$ cat config.mk
export PLATFORM = sky130hd
export DESIGN_NAME = msk_rnd_source
export DESIGN_NICKNAME = d
export VERILOG_FILES = /design/src/rtl/msk_rnd_pkg.sv /design/src/rtl/msk_xorshift128_lane.sv /design/src/rtl/msk_rnd_source.sv
export SDC_FILE = /design/constraint.sdc
export NUM_CORES = 1
export LEC_CHECK = 0
export ABC_AREA = 0
export CAP_MARGIN = 5
export CORE_ASPECT_RATIO = 0.5
export CORE_MARGIN = 5
export CORE_UTILIZATION = 55
export CTS_CLUSTER_DIAMETER = 120
export DETAILED_ROUTE_END_ITERATION = 12
export GPL_ROUTABILITY_DRIVEN = 0
export PLACE_DENSITY_LB_ADDON = 0.08
export SYNTH_ARGS = -nofsm -noshare
export SYNTH_HDL_FRONTEND = slang
export SYNTH_SLANG_ARGS = --single-unit
export TNS_END_PERCENT = 5
$ cat constraint.sdc
create_clock -name clk -period 1.75 [get_ports clk]
set_clock_uncertainty 0.1 [all_clocks]
set_input_delay 0.35 -clock clk [delete_from_list [all_inputs] [get_ports clk]]
set_output_delay 0.35 -clock clk [all_outputs]
set_load 0.01 [all_outputs]
$ cat src/rtl/msk_rnd_pkg.sv
// Shared types and constants for the masked-gadget randomness source:
// FSM state encoding, lane geometry and the xorshift128 shift amounts.
package msk_rnd_pkg;

  typedef enum logic [2:0] {IDLE, LOAD, WARM, FILL, RUN} state_e;

  localparam int LANE_W         = 32;
  localparam int BEATS_PER_LANE = 4;
  localparam int SH_A           = 11;
  localparam int SH_B           = 19;
  localparam int SH_C           = 8;

  function automatic int nlane(input int nrnd);
    return (nrnd + LANE_W - 1) / LANE_W;
  endfunction

endpackage

$ cat src/rtl/msk_xorshift128_lane.sv
// One xorshift128 lane: word-addressed seed load, single-step advance, next-w output.
// With MSK_RND_HEALTH_EN the lane also reports an all-zero next state on zero_o.
module msk_xorshift128_lane
  import msk_rnd_pkg::*;
(
  input  logic              clk,
  input  logic              rst_n,
  input  logic              ld_we_i,
  input  logic [1:0]        ld_idx_i,
  input  logic [LANE_W-1:0] ld_data_i,
  input  logic              step_i,
`ifdef MSK_RND_HEALTH_EN
  output logic              zero_o,
`endif
  output logic [LANE_W-1:0] out_o
);

  logic [LANE_W-1:0] x_q, y_q, z_q, w_q;
  logic [LANE_W-1:0] x_d, y_d, z_d, w_d;
  logic [LANE_W-1:0] t, w_nxt;

  assign t     = x_q ^ (x_q << SH_A);
  assign w_nxt = w_q ^ (w_q >> SH_B) ^ t ^ (t >> SH_C);
  assign out_o = w_nxt;

`ifdef MSK_RND_HEALTH_EN
  // Evaluated on the next state so the final seed beat is included.
  assign zero_o = ~|{x_d, y_d, z_d, w_d};
`endif

  always_comb begin
    x_d = x_q;
    y_d = y_q;
    z_d = z_q;
    w_d = w_q;
    if (ld_we_i) begin
      case (ld_idx_i)
        2'd0:    x_d = ld_data_i;
        2'd1:    y_d = ld_data_i;
        2'd2:    z_d = ld_data_i;
        default: w_d = ld_data_i;
      endcase
    end else if (step_i) begin
      x_d = y_q;
      y_d = z_q;
      z_d = w_q;
      w_d = w_nxt;
    end
  end

  always_ff @(posedge clk or negedge rst_n) begin
    if (!rst_n) begin
      x_q <= '0;
      y_q <= '0;
      z_q <= '0;
      w_q <= '0;
    end else begin
      x_q <= x_d;
      y_q <= y_d;
      z_q <= z_d;
      w_q <= w_d;
    end
  end

endmodule

$ cat src/rtl/msk_rnd_source.sv
// Fresh-randomness source: NLANE seeded xorshift128 lanes behind a registered valid/ready word stream.
// Optional MSK_RND_HEALTH_EN adds health_err (zero-lane seed and frozen-zero output detection).
module msk_rnd_source
  import msk_rnd_pkg::*;
#(
  parameter int NRND   = 64,
  parameter int WARMUP = 8
) (
  input  logic            clk,
  input  logic            rst_n,
  input  logic            seed_valid,
  output logic            seed_ready,
  input  logic [31:0]     seed_data,
  output logic            rnd_valid,
  input  logic            rnd_ready,
  output logic [NRND-1:0] rnd
`ifdef MSK_RND_HEALTH_EN
  ,output logic           health_err
`endif
);

  // state | meaning
  // IDLE  | waiting for the first seed beat
  // LOAD  | collecting seed beats into the lanes
  // WARM  | discarding WARMUP lane steps
  // FILL  | producing the first word
  // RUN   | one word per handshake; a seed beat restarts loading

  localparam int NLANE  = nlane(NRND);
  localparam int NBEATS = NLANE * BEATS_PER_LANE;
  localparam int BCW    = $clog2(NBEATS);
  localparam int WCW    = (WARMUP > 1) ? $clog2(WARMUP + 1) : 1;
  localparam logic [BCW-1:0] LAST_BEAT = BCW'(NBEATS - 1);
  localparam logic [WCW-1:0] WARM_INIT = WCW'(WARMUP);

  state_e                    state_q;
  logic [BCW-1:0]            beat_cnt_q;
  logic [WCW-1:0]            warm_cnt_q;
  logic [NRND-1:0]           rnd_q;
  logic                      rnd_valid_q;
  logic                      seed_ready_q;

  logic                      seed_acc;
  logic                      rnd_hs;
  logic                      step;
  logic [BCW-1:0]            beat_idx;
  logic [NLANE-1:0]          lane_we;
  logic [NLANE*LANE_W-1:0]   lane_cat;

  assign seed_acc = seed_valid & seed_ready_q;
  assign rnd_hs   = rnd_valid_q & rnd_ready;
  // A seed beat in RUN wins over a simultaneous handshake: the word is consumed but lanes do not step.
  assign step     = (state_q == WARM) || (state_q == FILL) ||
                    ((state_q == RUN) && rnd_hs && !seed_acc);

  always_comb begin
    beat_idx = '0;
    if (state_q == LOAD) beat_idx = beat_cnt_q;
  end

`ifdef MSK_RND_HEALTH_EN
  logic [NLANE-1:0] lane_zero;
  logic [1:0]       zrun_q [NLANE];
  logic             word_step;
  logic             word_err;
  logic             health_q;

  assign word_step = (state_q == FILL) || ((state_q == RUN) && rnd_hs && !seed_acc);

  always_comb begin
    word_err = 1'b0;
    for (int l = 0; l < NLANE; l++) begin
      if ((lane_cat[l*LANE_W +: LANE_W] == '0) && (zrun_q[l] == 2'd3)) word_err = 1'b1;
    end
  end

  always_ff @(posedge clk or negedge rst_n) begin
    if (!rst_n) begin
      for (int l = 0; l < NLANE; l++) zrun_q[l] <= '0;
    end else if (seed_acc) begin
      for (int l = 0; l < NLANE; l++) zrun_q[l] <= '0;
    end else if (word_step) begin
      for (int l = 0; l < NLANE; l++) begin
        zrun_q[l] <= (lane_cat[l*LANE_W +: LANE_W] == '0) ? zrun_q[l] + 2'd1 : 2'd0;
      end
    end
  end

  assign health_err = health_q;
`endif

  for (genvar g = 0; g < NLANE; g++) begin : g_lane
    assign lane_we[g] = seed_acc && ((beat_idx >> 2) == BCW'(g));

    msk_xorshift128_lane u_lane (
      .clk       (clk),
      .rst_n     (rst_n),
      .ld_we_i   (lane_we[g]),
      .ld_idx_i  (beat_idx[1:0]),
      .ld_data_i (seed_data),
      .step_i    (step),
`ifdef MSK_RND_HEALTH_EN
      .zero_o    (lane_zero[g]),
`endif
      .out_o     (lane_cat[g*LANE_W +: LANE_W])
    );
  end

  always_ff @(posedge clk or negedge rst_n) begin
    if (!rst_n) begin
      state_q      <= IDLE;
      beat_cnt_q   <= '0;
      warm_cnt_q   <= '0;
      rnd_q        <= '0;
      rnd_valid_q  <= 1'b0;
      seed_ready_q <= 1'b0;
`ifdef MSK_RND_HEALTH_EN
      health_q     <= 1'b0;
`endif
    end else begin
`ifdef MSK_RND_HEALTH_EN
      if (seed_acc) health_q <= 1'b0;
`endif
      case (state_q)
        IDLE: begin
          seed_ready_q <= 1'b1;
          if (seed_acc) begin
            state_q    <= LOAD;
            beat_cnt_q <= BCW'(1);
          end
        end
        LOAD: begin
          if (seed_acc) begin
            beat_cnt_q <= beat_cnt_q + BCW'(1);
            if (beat_cnt_q == LAST_BEAT) begin
`ifdef MSK_RND_HEALTH_EN
              if (|lane_zero) begin
                state_q  <= IDLE;
                health_q <= 1'b1;
              end else
`endif
              if (WARMUP > 0) begin
                state_q      <= WARM;
                warm_cnt_q   <= WARM_INIT;
                seed_ready_q <= 1'b0;
              end else begin
                state_q      <= FILL;
                seed_ready_q <= 1'b0;
              end
            end
          end
        end
        WARM: begin
          warm_cnt_q <= warm_cnt_q - WCW'(1);
          if (warm_cnt_q == WCW'(1)) state_q <= FILL;
        end
        FILL: begin
          rnd_q        <= lane_cat[NRND-1:0];
          rnd_valid_q  <= 1'b1;
          seed_ready_q <= 1'b1;
          state_q      <= RUN;
`ifdef MSK_RND_HEALTH_EN
          if (word_err) begin
            rnd_valid_q <= 1'b0;
            state_q     <= IDLE;
            health_q    <= 1'b1;
          end
`endif
        end
        RUN: begin
          if (seed_acc) begin
            rnd_valid_q <= 1'b0;
            state_q     <= LOAD;
            beat_cnt_q  <= BCW'(1);
          end else if (rnd_hs) begin
            rnd_q <= lane_cat[NRND-1:0];
`ifdef MSK_RND_HEALTH_EN
            if (word_err) begin
              rnd_valid_q <= 1'b0;
              state_q     <= IDLE;
              health_q    <= 1'b1;
            end
`endif
          end
        end
        default: state_q <= IDLE;
      endcase
    end
  end

  assign seed_ready = seed_ready_q;
  assign rnd_valid  = rnd_valid_q;
  assign rnd        = rnd_q;

endmodule
==> After elaboration in Yosys (flattened, before gate mapping) <==
Cells that the tools add are included.
Widths: inputs -> output; s select.
{ "totals": {"n_memories": 0, "register_bits": 332, "mem_bits_rw": 0, "inputBits": 36, "romBits": 0, "latch_bits": 0} }
{ "classes": {"n_lt_le_gt_ge": 0, "add_sub_neg": 2, "multipliers": 0, "n_shift": 0, "n_reduce_logical": 33, "n_bitwise": 10, "eq_ne": 23, "n_mux": 39, "div": 0} }
{ "op_table": {"columns": ["operator", "n"], "rows": [
  ["$mux 32", 20],
  ["$mux 64", 2],
  ["$pmux 64 s2", 1],
  ["$xor 32x32->32", 4],
  ["$xor 32x13->32", 2],
  ["$xor 32x24->32", 2],
  ["$ne 2x2->1 const B", 12],
  ["$mux 3", 6],
  ["$reduce_and 2->1", 9],
  ["$pmux 3 s4", 1],
  ["$reduce_and 3->1", 4],
  ["$reduce_bool 2->1", 6],
  ["$mux 4", 2],
  ["$pmux 4 s2", 1],
  ["$eq 3x2->1 const B", 2],
  ["$eq 3x3->1 const B", 2],
  ["$logic_not 3->1", 2],
  ["$ne 2x1->1 const B", 3],
  ["$pmux 3 s2", 1],
  ["$eq 4x1->1 const B", 1],
  ["$logic_and 1x1->1", 4],
  ["$pmux 1 s2", 2],
  ["$reduce_and 4->1", 1],
  ["$reduce_or 2->1", 2],
  ["11 further kinds", 15]
]} }

==> Depth between registers and ports, before layout <==
Gate-level depths: netlist of run 1.
{ "depth": {"depth_word": 6, "depth_mapped": 8, "ltp_nobuf": 5} }

==> Hierarchy <==
From an unflattened synthesis of run 1, not the netlist that was laid out.
{ "unflattened": {"cells_unflattened": 1605, "hier_area_um2": 16967.5} }
{ "modules_own_cells": {"columns": ["mod", "n_inst", "area_per_inst_um2", "cells_each"], "rows": [
  ["msk_xorshift128_lane", 2, 6936.7, 699],
  ["msk_rnd_source", 1, 3094.2, 207]
]} }

==> Least setup slack after synthesis of run 1 <==
No wires, ideal clock.
{ "synth_path": {"path_kind": "reg-to-reg", "startpoint": "register state_q[1]", "endpoint": "register g_lane[1].u_lane.z_q[2]", "required_time_ps": 1525, "n_path_buf": 3, "path_stages_with_launch": 8, "setup_slack_ps": -102, "arrival_ps": 1627, "path_cell_list": "dfrtp_1 -> buf_4 -> nor2b_2 -> a31oi_2 -> o21a_1 -> buf_2 -> buf_6 -> mux2_2"} }
{ "synth_between": {"elab_chain_cells": 6, "elab_cells_between_ends": 15, "cone_classes": "eq/ne: 6; mux: 2; reduce/logical: 7"} }
{ "synth_lines": {"columns": ["item", "line_no", "rtl"], "rows": [
  ["start: declaration", "msk_rnd_source.sv:36", "state_e state_q;"],
  ["start signal: assignment", "msk_rnd_source.sv:111", "state_q <= IDLE;"],
  ["start signal: assignment", "msk_rnd_source.sv:128", "state_q <= LOAD;"],
  ["start signal: assignment", "msk_rnd_source.sv:143", "state_q <= WARM;"],
  ["branches (longest 6 deep; another with $eq 3x1->1)", null, null],
  ["end signal: assignment", "msk_xorshift128_lane.sv:60", "z_q <= z_d;"],
  ["end: declaration", "msk_xorshift128_lane.sv:18", "logic [LANE_W-1:0] x_q, y_q, z_q, w_q;"]
]} }
Parallel ways; which one is timed is not known.
A chain may end at the register's enable or synchronous reset.

==> Worst setup path after layout of run 1 <==
{ "layout_path": {"startpoint": "register state_q[2]", "endpoint": "register g_lane[0].u_lane.x_q[9]"} }
{ "layout_between": {"elab_chain_cells": 6, "elab_cells_between_ends": 16, "cone_classes": "eq/ne: 5; mux: 2; reduce/logical: 9"} }
{ "layout_lines": {"columns": ["item", "line_no", "rtl"], "rows": [
  ["$eq 3x1->1 / $eq 3x3->1 (equally long branches)", "msk_rnd_source.sv:58, msk_rnd_source.sv:54", null],
  ["$mux 3 / $logic_and 1x1->1 (equally long branches)", "msk_rnd_source.sv:58, msk_rnd_source.sv:54", null],
  ["$logic_not 3->1 / $logic_and 1x1->1 (equally long branches)", "msk_rnd_source.sv:93, msk_rnd_source.sv:54", null],
  ["$logic_and 1x1->1 / $logic_or 1x1->1 (equally long branches)", "msk_rnd_source.sv:93, msk_rnd_source.sv:53", null],
  ["$ne 2x2->1 (no source line) / $reduce_bool 2->1 (equally long branches)", null, null],
  ["$reduce_and 2->1 (no source line)", null, null],
  ["end signal: assignment", "msk_xorshift128_lane.sv:53", "x_q <= '0;"],
  ["end signal: assignment", "msk_xorshift128_lane.sv:58", "x_q <= x_d;"],
  ["end: declaration", "msk_xorshift128_lane.sv:18", null]
]} }
Several ways; a longest one is shown, not always the timed one.

==> metrics, run 1 <==
max-cap violations=0; layer carrying the most global-route usage=met2; cell-by-cell trace of the critical path=buf_6, nor2b_4, a31oi_4, buf_6, mux2i_4, buf_6, buf_12, mux2i_4; maximum number of pins on one net before global-route repair=72; final count of negative-setup-slack endpoints=between 300 and 400; remaining antenna violation count after routing=0; power density normalized to cell area=2110 nW/um2; Least-Margin Pin Slew=between 0.4 and 0.5 ns; initial standard-cell utilization of the core=55.5%; I/O pin total=102; vias after detailed routing=13.3k; crit path time final=about 2 ns; number of rows in the core area=46; clock insertion delay at the later pin of the skew report=approximately 0.58 ns; floorplan die height=136 um; synthesized instance count=1599; worst path setup slack after routing=-0.281 ns; number of distinct library cell variants in the gate-level netlist after synthesis=58; Yosys top cell by area=sky130_fd_sc_hd__dfrtp_1; overall power consumption=between 0.04 and 0.05 W; mean post-synth cell area=10.9 um2; setup repair after global routing missed its margin=yes; longest individual stage delay on the worst path=0.43 ns; register area share after synthesis=47.5%; ys flop type=sky130_fd_sc_hd__dfrtp_1; fraction of final layout cells sized beyond drive strength 1=between 20% and 30%; top cells by area in the synthesized netlist=sky130_fd_sc_hd__dfrtp_1 (47%), sky130_fd_sc_hd__mux2i_1 (10%), sky130_fd_sc_hd__a21oi_1 (6.5%); area added between synthesis and finish=25.4%; Async SR Flop Fraction=between 90% and 100%; final core utilization=69.5%; non-filler instance count after layout=between 2k and 2.5k; hold violation count in the final report=0; peak supply drop=0.00107 V; Global Route met3 Usage=5.17%; global-route wire length before repair=approximately 77000 um; Iteration-0 DRC Markers=1115; Synth warnings=0; Port Buffer Count=101; area fraction of the dominant cell type after synthesis=47.5%; worst-path fanout max=7; number of antenna violations at the first check in global routing=0; total gr overflow=0; number of clock sinks seen by CTS=332; core box area=31500 um2; Inserted Diodes=0; NumNets Final=1895; Placed Cells incl. Taps=2238; HPWL Detailed=35100 um; DRT Pass-1 Iters=5; Fmax=492 MHz; Crit path required time=2.15 ns; category of the critical setup timing path=reg -> reg; standby leakage power=11.2 nW; DIE AREA=35700 um2; TritonCTS Buffers=30; detailed-route wire length per cell=21.5 um; fraction of met2 tracks used by global routing=44.1%; arrival time of the worst setup path=2.43 ns; summed negative setup slack over all endpoints=-56.49 ns; Hold Crit Class=in -> async; # H-tree levels=1; most repeated cell in the gate-level netlist after synthesis=sky130_fd_sc_hd__dfrtp_1; total nets after synthesis=between 1.5k and 2k; GR Util met1=between 30% and 40%; Final Max Tran Viols=0; outcome=complete, but fails checks; TritonCTS clock tree=yes; cell with the largest stage delay on the worst path=sky130_fd_sc_hd__dfrtp_1; kind of start point of the critical path=flop; final wirelength=49600 um; headroom to the max-slew limit=between 60% and 70%; most frequent cell on the critical path=sky130_fd_sc_hd__buf_6; part of the cycle the worst path needs=116%; overall global routing resource usage=27.3%; ratio of routed vias to standard cells=5.76; Post-synth top cells=sky130_fd_sc_hd__dfrtp_1 (332), sky130_fd_sc_hd__a21oi_1 (228), sky130_fd_sc_hd__inv_1 (197), sky130_fd_sc_hd__mux2i_1 (182), sky130_fd_sc_hd__xnor2_1 (89); Root Driver=sky130_fd_sc_hd__clkbuf_16; floorplan die width=roughly 260 um; total of flip-flops plus latches after synthesis=332; clock slew at reported path FFs=0.07 ns; synthesized area=17500 um2; vias in the first global route=13.8k; total DRC errors in the routed layout=0; setup slack on the worst flop-to-flop path=-0.28 ns; kind of capture point of the worst setup path=flop; number of buffers between clock root and the deepest sink=3; EDFF count, synth=0; violated checks=negative setup slack
[metrics by stage]
| step | setup slack [ns] | hold WS (ns) | instance area, um2 |
|---|---|---|---|
| finish | -0.281 | 0.134 | 21900 |
| global placement | -0.536 | 0.134 | 20500 |
| floorplan | -0.0662 | -0.0456 | 17500 |
| global route | -0.348 | 0.156 | 21900 |
| CTS | -0.264 | 0.127 | 21700 |
| detailed placement | -0.586 | 0.140 | 20500 |
[routing by layer]
metal  vias to the layer above  part of all wire (%)
li1                       6022                     -
met1                      6733                    44
met2                       454                    46
met3                        95                   7.1
met4                         0                   3.1
met5                         -                     0
[cell families after synthesis]
group                    synth area share, %
buffers and inverters                   7.65
multiplexers                            15.9
flip-flops                              47.5
adder cells (fa/ha/maj)                0.286
XOR/XNOR                                10.2
AND/OR/NAND/NOR                         6.42
AO/OA/AOI/OAI                           12.1
[report_power, final]
part	switching (W)	internal (W)	leakage [nW]	total, W
logic	0.0123	0.0129	6.73	0.0251
registers	0.00285	0.0113	3.94	0.0141
clock network	0.00304	0.00402	0.517	0.00706
total	0.0182	0.0281	11.2	0.0463
[critical path: cells and delay by family (launching register included)]
family                 cells  cell delay (ns)
buffers and inverters      4             0.62
multiplexers               2             0.44
AND/OR/NAND/NOR            1             0.20
flip-flops                 1             0.43
AO/OA/AOI/OAI              1             0.15
[worst paths after layout]
kind,from,endpoint,cells past startpoint
worst min-delay path,rst_n,rnd[57],2
worst max-delay path,state_q[2],g_lane[0].u_lane.x_q[9],8
worst max register to register,state_q[2],g_lane[0].u_lane.x_q[9],8
max in group asynchronous,rst_n,g_lane[0].u_lane.y_q[21],3
min in group clk,rnd[37],rnd[37],1
worst min register to register,rnd[37],rnd[37],1
[area by class of cell]
type / count / area, um2
repair buffers: 327 / 3290
flip-flops and latches: 332 / 8310
fillers: 2414 / 9600
multi-input cells: 967 / 8000
well taps: 432 / 541
clock buffers: 42 / 897
clock inverters: 14 / 156
inverters: 197 / 739
[cell usage in the layout, fill, tap and decap left out, types with 5 or more instances in the layout]
| master | n |
|---|---|
| sky130_fd_sc_hd__dfrtp_1 | 331 |
| sky130_fd_sc_hd__a21oi_1 | 228 |
| sky130_fd_sc_hd__inv_1 | 197 |
| sky130_fd_sc_hd__mux2i_1 | 176 |
| sky130_fd_sc_hd__buf_4 | 166 |
| sky130_fd_sc_hd__xnor2_1 | 89 |
| sky130_fd_sc_hd__mux2_2 | 68 |
| sky130_fd_sc_hd__dlygate4sd2_1 | 60 |
| sky130_fd_sc_hd__and3_1 | 58 |
| sky130_fd_sc_hd__o21ai_0 | 39 |
| sky130_fd_sc_hd__buf_12 | 37 |
| sky130_fd_sc_hd__clkbuf_16 | 34 |
| sky130_fd_sc_hd__clkdlybuf4s50_1 | 34 |
| sky130_fd_sc_hd__o22ai_1 | 29 |
| sky130_fd_sc_hd__xnor3_1 | 29 |
| sky130_fd_sc_hd__xor2_1 | 26 |
| sky130_fd_sc_hd__nand3_1 | 25 |
| sky130_fd_sc_hd__nor2_1 | 24 |
| sky130_fd_sc_hd__a32oi_1 | 19 |
| sky130_fd_sc_hd__o2bb2a_1 | 14 |
| sky130_fd_sc_hd__nand2_1 | 13 |
| sky130_fd_sc_hd__nand4_1 | 13 |
| sky130_fd_sc_hd__o21ai_1 | 12 |
| sky130_fd_sc_hd__nand2b_1 | 12 |
| sky130_fd_sc_hd__buf_6 | 12 |
| sky130_fd_sc_hd__a22oi_1 | 11 |
| sky130_fd_sc_hd__mux2_4 | 10 |
| sky130_fd_sc_hd__clkbuf_8 | 8 |
| sky130_fd_sc_hd__clkinv_2 | 7 |
| sky130_fd_sc_hd__and3_2 | 6 |
| sky130_fd_sc_hd__or2b_1 | 6 |
| sky130_fd_sc_hd__xor3_1 | 5 |
[sequential cells by signal (all words and copies together), names as in the netlist]
| register | count |
|---|---|
| g_lane.u_lane.z_q | 64 |
| beat_cnt_q | 3 |
| state_q | 3 |
| g_lane.u_lane.y_q | 64 |
| g_lane.u_lane.x_q | 64 |
| g_lane.u_lane.w_q | 64 |
| seed_ready | 1 |
| warm_cnt_q | 4 |
| rnd_valid | 1 |
| rnd | 64 |
[repair_timing]
action                     CTS  global route
hold endpoints to repair   227             0
setup buffers                8             4
setup endpoints to repair  388           327
gates cloned                 3             3
pin swaps                    3             4
gates resized for setup    106            34
hold buffers                 1             0
Note: power is estimated with default switching activity, not from simulation.
==> run 2, diff against run 1 <==
--- a/config.mk
+++ b/config.mk
@@ -13,7 +13,7 @@
 export CTS_CLUSTER_DIAMETER = 120
 export DETAILED_ROUTE_END_ITERATION = 12
 export GPL_ROUTABILITY_DRIVEN = 0
-export PLACE_DENSITY_LB_ADDON = 0.08
+export PLACE_DENSITY = 0.78
 export SYNTH_ARGS = -nofsm -noshare
 export SYNTH_HDL_FRONTEND = slang
 export SYNTH_SLANG_ARGS = --single-unit
==> run 2 against run 1 <==
  * The flow still finishes with violations (negative setup slack)
  * Final area up 1.4%
  * Die area unchanged
  * Via count up 1.6%
  * Sequential share of layout area down 0.52 points
  * Total power up 1.7%
  * Core utilization up 1.0 points
  * Register-to-register slack about the same
  * Setup slack worse by 0.0069 ns
  * Routed wire length up 2.1%
  * Sequential power about the same
  * Combinational power up 5%
==> metrics, run 2 (synthesis results as in run 1) <==
Root Driver=sky130_fd_sc_hd__clkbuf_16 (unchanged); Crit path required time=2.11 ns (was 2.15 ns); DIE AREA=35700 um2 (unchanged); standby leakage power=11.2 nW (about the same); fraction of final layout cells sized beyond drive strength 1=23.9% (was 21.5%); core box area=31500 um2 (unchanged); Placed Cells incl. Taps=2209 (was 2238); overall global routing resource usage=26.3% (was 27.3%); most frequent standard cell in the layout excluding fill and tap cells=sky130_fd_sc_hd__dfrtp_1 (unchanged); final wirelength=50700 um (was 49600 um); post-place instance area=20300 um2 (was 20500 um2); Iteration-0 DRC Markers=1148 (was 1115); Final Max Tran Viols=0 (unchanged); maximum number of pins on one net before global-route repair=68 (was 72); TritonCTS clock tree=yes (unchanged); cell with the largest stage delay on the worst path=sky130_fd_sc_hd__dfrtp_2 (was sky130_fd_sc_hd__dfrtp_1); setup repair after global routing missed its margin=yes (unchanged); overall power consumption=0.0471 W (was 0.0463 W); total DRC errors in the routed layout=0 (unchanged); NumNets Final=1880 (was 1895); commonest cells after routing, fill and taps aside=sky130_fd_sc_hd__dfrtp_1 (328), sky130_fd_sc_hd__a21oi_1 (202), sky130_fd_sc_hd__inv_1 (197) (was sky130_fd_sc_hd__dfrtp_1 (331), sky130_fd_sc_hd__a21oi_1 (228), sky130_fd_sc_hd__inv_1 (197)); Port Buffer Count=101 (unchanged); violated checks=negative setup slack (unchanged); worst path setup slack after routing=-0.288 ns (was -0.281 ns); number of rows in the core area=46 (unchanged); number of clock sinks seen by CTS=332 (unchanged); floorplan die width=262 um (unchanged); floorplan die height=136 um (unchanged); part of the cycle the worst path needs=116% (about the same); Fmax=491 MHz (was 492 MHz); number of antenna violations at the first check in global routing=1 (was 0); combinational cell fraction of total power=55.8% (was 54.3%); initial standard-cell utilization of the core=55.5% (unchanged); hold violation count in the final report=0 (unchanged); DRT Pass-1 Iters=6 (was 5); HPWL Detailed=32600 um (was 35100 um); Hold Crit Class=in -> async (unchanged); crit path time final=2.04 ns (was 2.03 ns); design area=22300 um2 (was 21900 um2); max-cap violations=0 (unchanged); setup slack on the worst flop-to-flop path=-0.29 ns (was -0.28 ns); final count of negative-setup-slack endpoints=320 (was 322); clock slew at reported path FFs=0.06 ns (was 0.07 ns); GR Util met1=36.2% (was 38.2%); number of buffers between clock root and the deepest sink=3 (unchanged); kind of start point of the critical path=flop (unchanged); vias in the first global route=13.6k (was 13.8k); clock insertion delay at the later pin of the skew report=0.58 ns (about the same); category of the critical setup timing path=reg -> reg (unchanged); non-filler instance count after layout=2289 (was 2311); area added between synthesis and finish=27.2% (was 25.4%); detailed-route wire length per cell=22.1 um (was 21.5 um); fraction of power consumed by the clock network=14.0% (was 15.2%); kind of capture point of the worst setup path=flop (unchanged); peak supply drop=0.00106 V (was 0.00107 V); arrival time of the worst setup path=2.39 ns (was 2.43 ns); layer carrying the most global-route usage=met2 (unchanged); part of the total power dissipated in sequential elements=30.2% (was 30.5%); Fill cells=2119 (was 2414); remaining antenna violation count after routing=0 (unchanged); I/O pin total=102 (unchanged); ratio of routed vias to standard cells=5.90 (was 5.76); worst hold margin=0.118 ns (was 0.134 ns); internal power summed over all cells=0.0283 W (was 0.0281 W); global-route wire length before repair=75200 um (was 77000 um); longest individual stage delay on the worst path=0.46 ns (was 0.43 ns); vias after detailed routing=13.5k (was 13.3k); critical path buffer and inverter count=2 (was 4); TritonCTS Buffers=30 (unchanged); Post-Place Worst Slack=-0.583 ns (was -0.586 ns); headroom to the max-slew limit=63.1% (was 67.6%); worst-path fanout max=11 (was 7); fraction of met2 tracks used by global routing=43.9% (was 44.1%); total gr overflow=0 (unchanged); Switch Pwr=0.0189 W (was 0.0182 W); Global Route met3 Usage=4.18% (was 5.17%); CP delay by family, top=simple AND/OR/NAND/NOR gates (was buffers and inverters); cell-by-cell trace of the critical path=and3b_2, buf_4, nand3_4, nand2_8, clkbuf_16, mux2_2 (was buf_6, nor2b_4, a31oi_4, buf_6, mux2i_4, buf_6, buf_12, mux2i_4); Least-Margin Pin Slew=0.550 ns (was 0.482 ns); net switching share of the total power=40.0% (was 39.2%); power density normalized to cell area=2120 nW/um2 (was 2110 nW/um2); outcome=complete, but fails checks (unchanged); # H-tree levels=1 (unchanged)
[run 2: cell types whose count changed in the layout (fill, tap and decap cells not counted), moves of 10 or more]
cell                      delta
sky130_fd_sc_hd__mux2_2     -25
sky130_fd_sc_hd__a32oi_1    -12
sky130_fd_sc_hd__a21oi_2    +26
sky130_fd_sc_hd__o21ai_1    +10
sky130_fd_sc_hd__mux2_4     +25
sky130_fd_sc_hd__buf_6      +11
sky130_fd_sc_hd__buf_4      -33
sky130_fd_sc_hd__a32oi_2    +12
sky130_fd_sc_hd__a21oi_1    -26
sky130_fd_sc_hd__o21ai_0    -19
[run 2: metrics by stage]
step	TNS [ns]	utilization (%)
after floorplan	-4.41	-
after detailed placement	-151.94	64.4
final	-58.87	70.6
after global routing	-72.77	70.6
after CTS	-46.55	68.5
after global placement	-146.44	64.4
[run 2: worst reg2reg max path, delay by kind of cell, from the launching register on]
family                 cells  cell delay (ns)
and+or+nand+nor            3             0.66
DFF                        1             0.46
buffers and inverters      2             0.37
muxes                      1             0.34
[run 2: per-layer routing]
layer  share of wire, %  up-vias
li1                   -     5987
met1                 42     6800
met3                7.2      139
met5                  0        -
met2                 47      585
met4                3.5        0
[run 2: repair_timing]
item	in CTS	in global routing
gates resized for setup	159	114
pin swaps	34	15
setup buffers	12	11
setup endpoints to repair	388	323
gates cloned	3	6
hold buffers	1	0
endpoints found under the hold margin	223	0
[run 2: cell type report]
type	count	area [um2]	area share, %
clock buffers	43	861	3.87
clock inverters	5	75.1	0.337
flip-flops and latches	332	8310	37.4
well taps	432	541	2.43
multi-input cells	967	8430	37.9
inverters	197	739	3.32
repair buffers	312	3290	14.8
diodes	1	2.50	0.0112
[run 2: power by group through the flow]
stage          Sequential (W)  Combinational (W)  Clock [W]
2_1_floorplan          0.0138             0.0154          0
3_3_place_gp           0.0140             0.0235          0
3_5_place_dp           0.0141             0.0241          0
4_1_cts                0.0141             0.0246    0.00663
5_1_grt                0.0146             0.0281    0.00695
6_report               0.0142             0.0263    0.00661
[run 2: path summary, 6_finish.rpt]
path	start	to	cells after the start
setup / recovery	state_q[1]	rnd[38]	6
hold / removal	rst_n	g_lane[0].u_lane.z_q[29]	2
setup reg to reg	state_q[1]	rnd[38]	6
hold reg to reg	rnd[53]	rnd[53]	1
max in group asynchronous	rst_n	rnd[46]	4
min in group clk	rnd[53]	rnd[53]	1
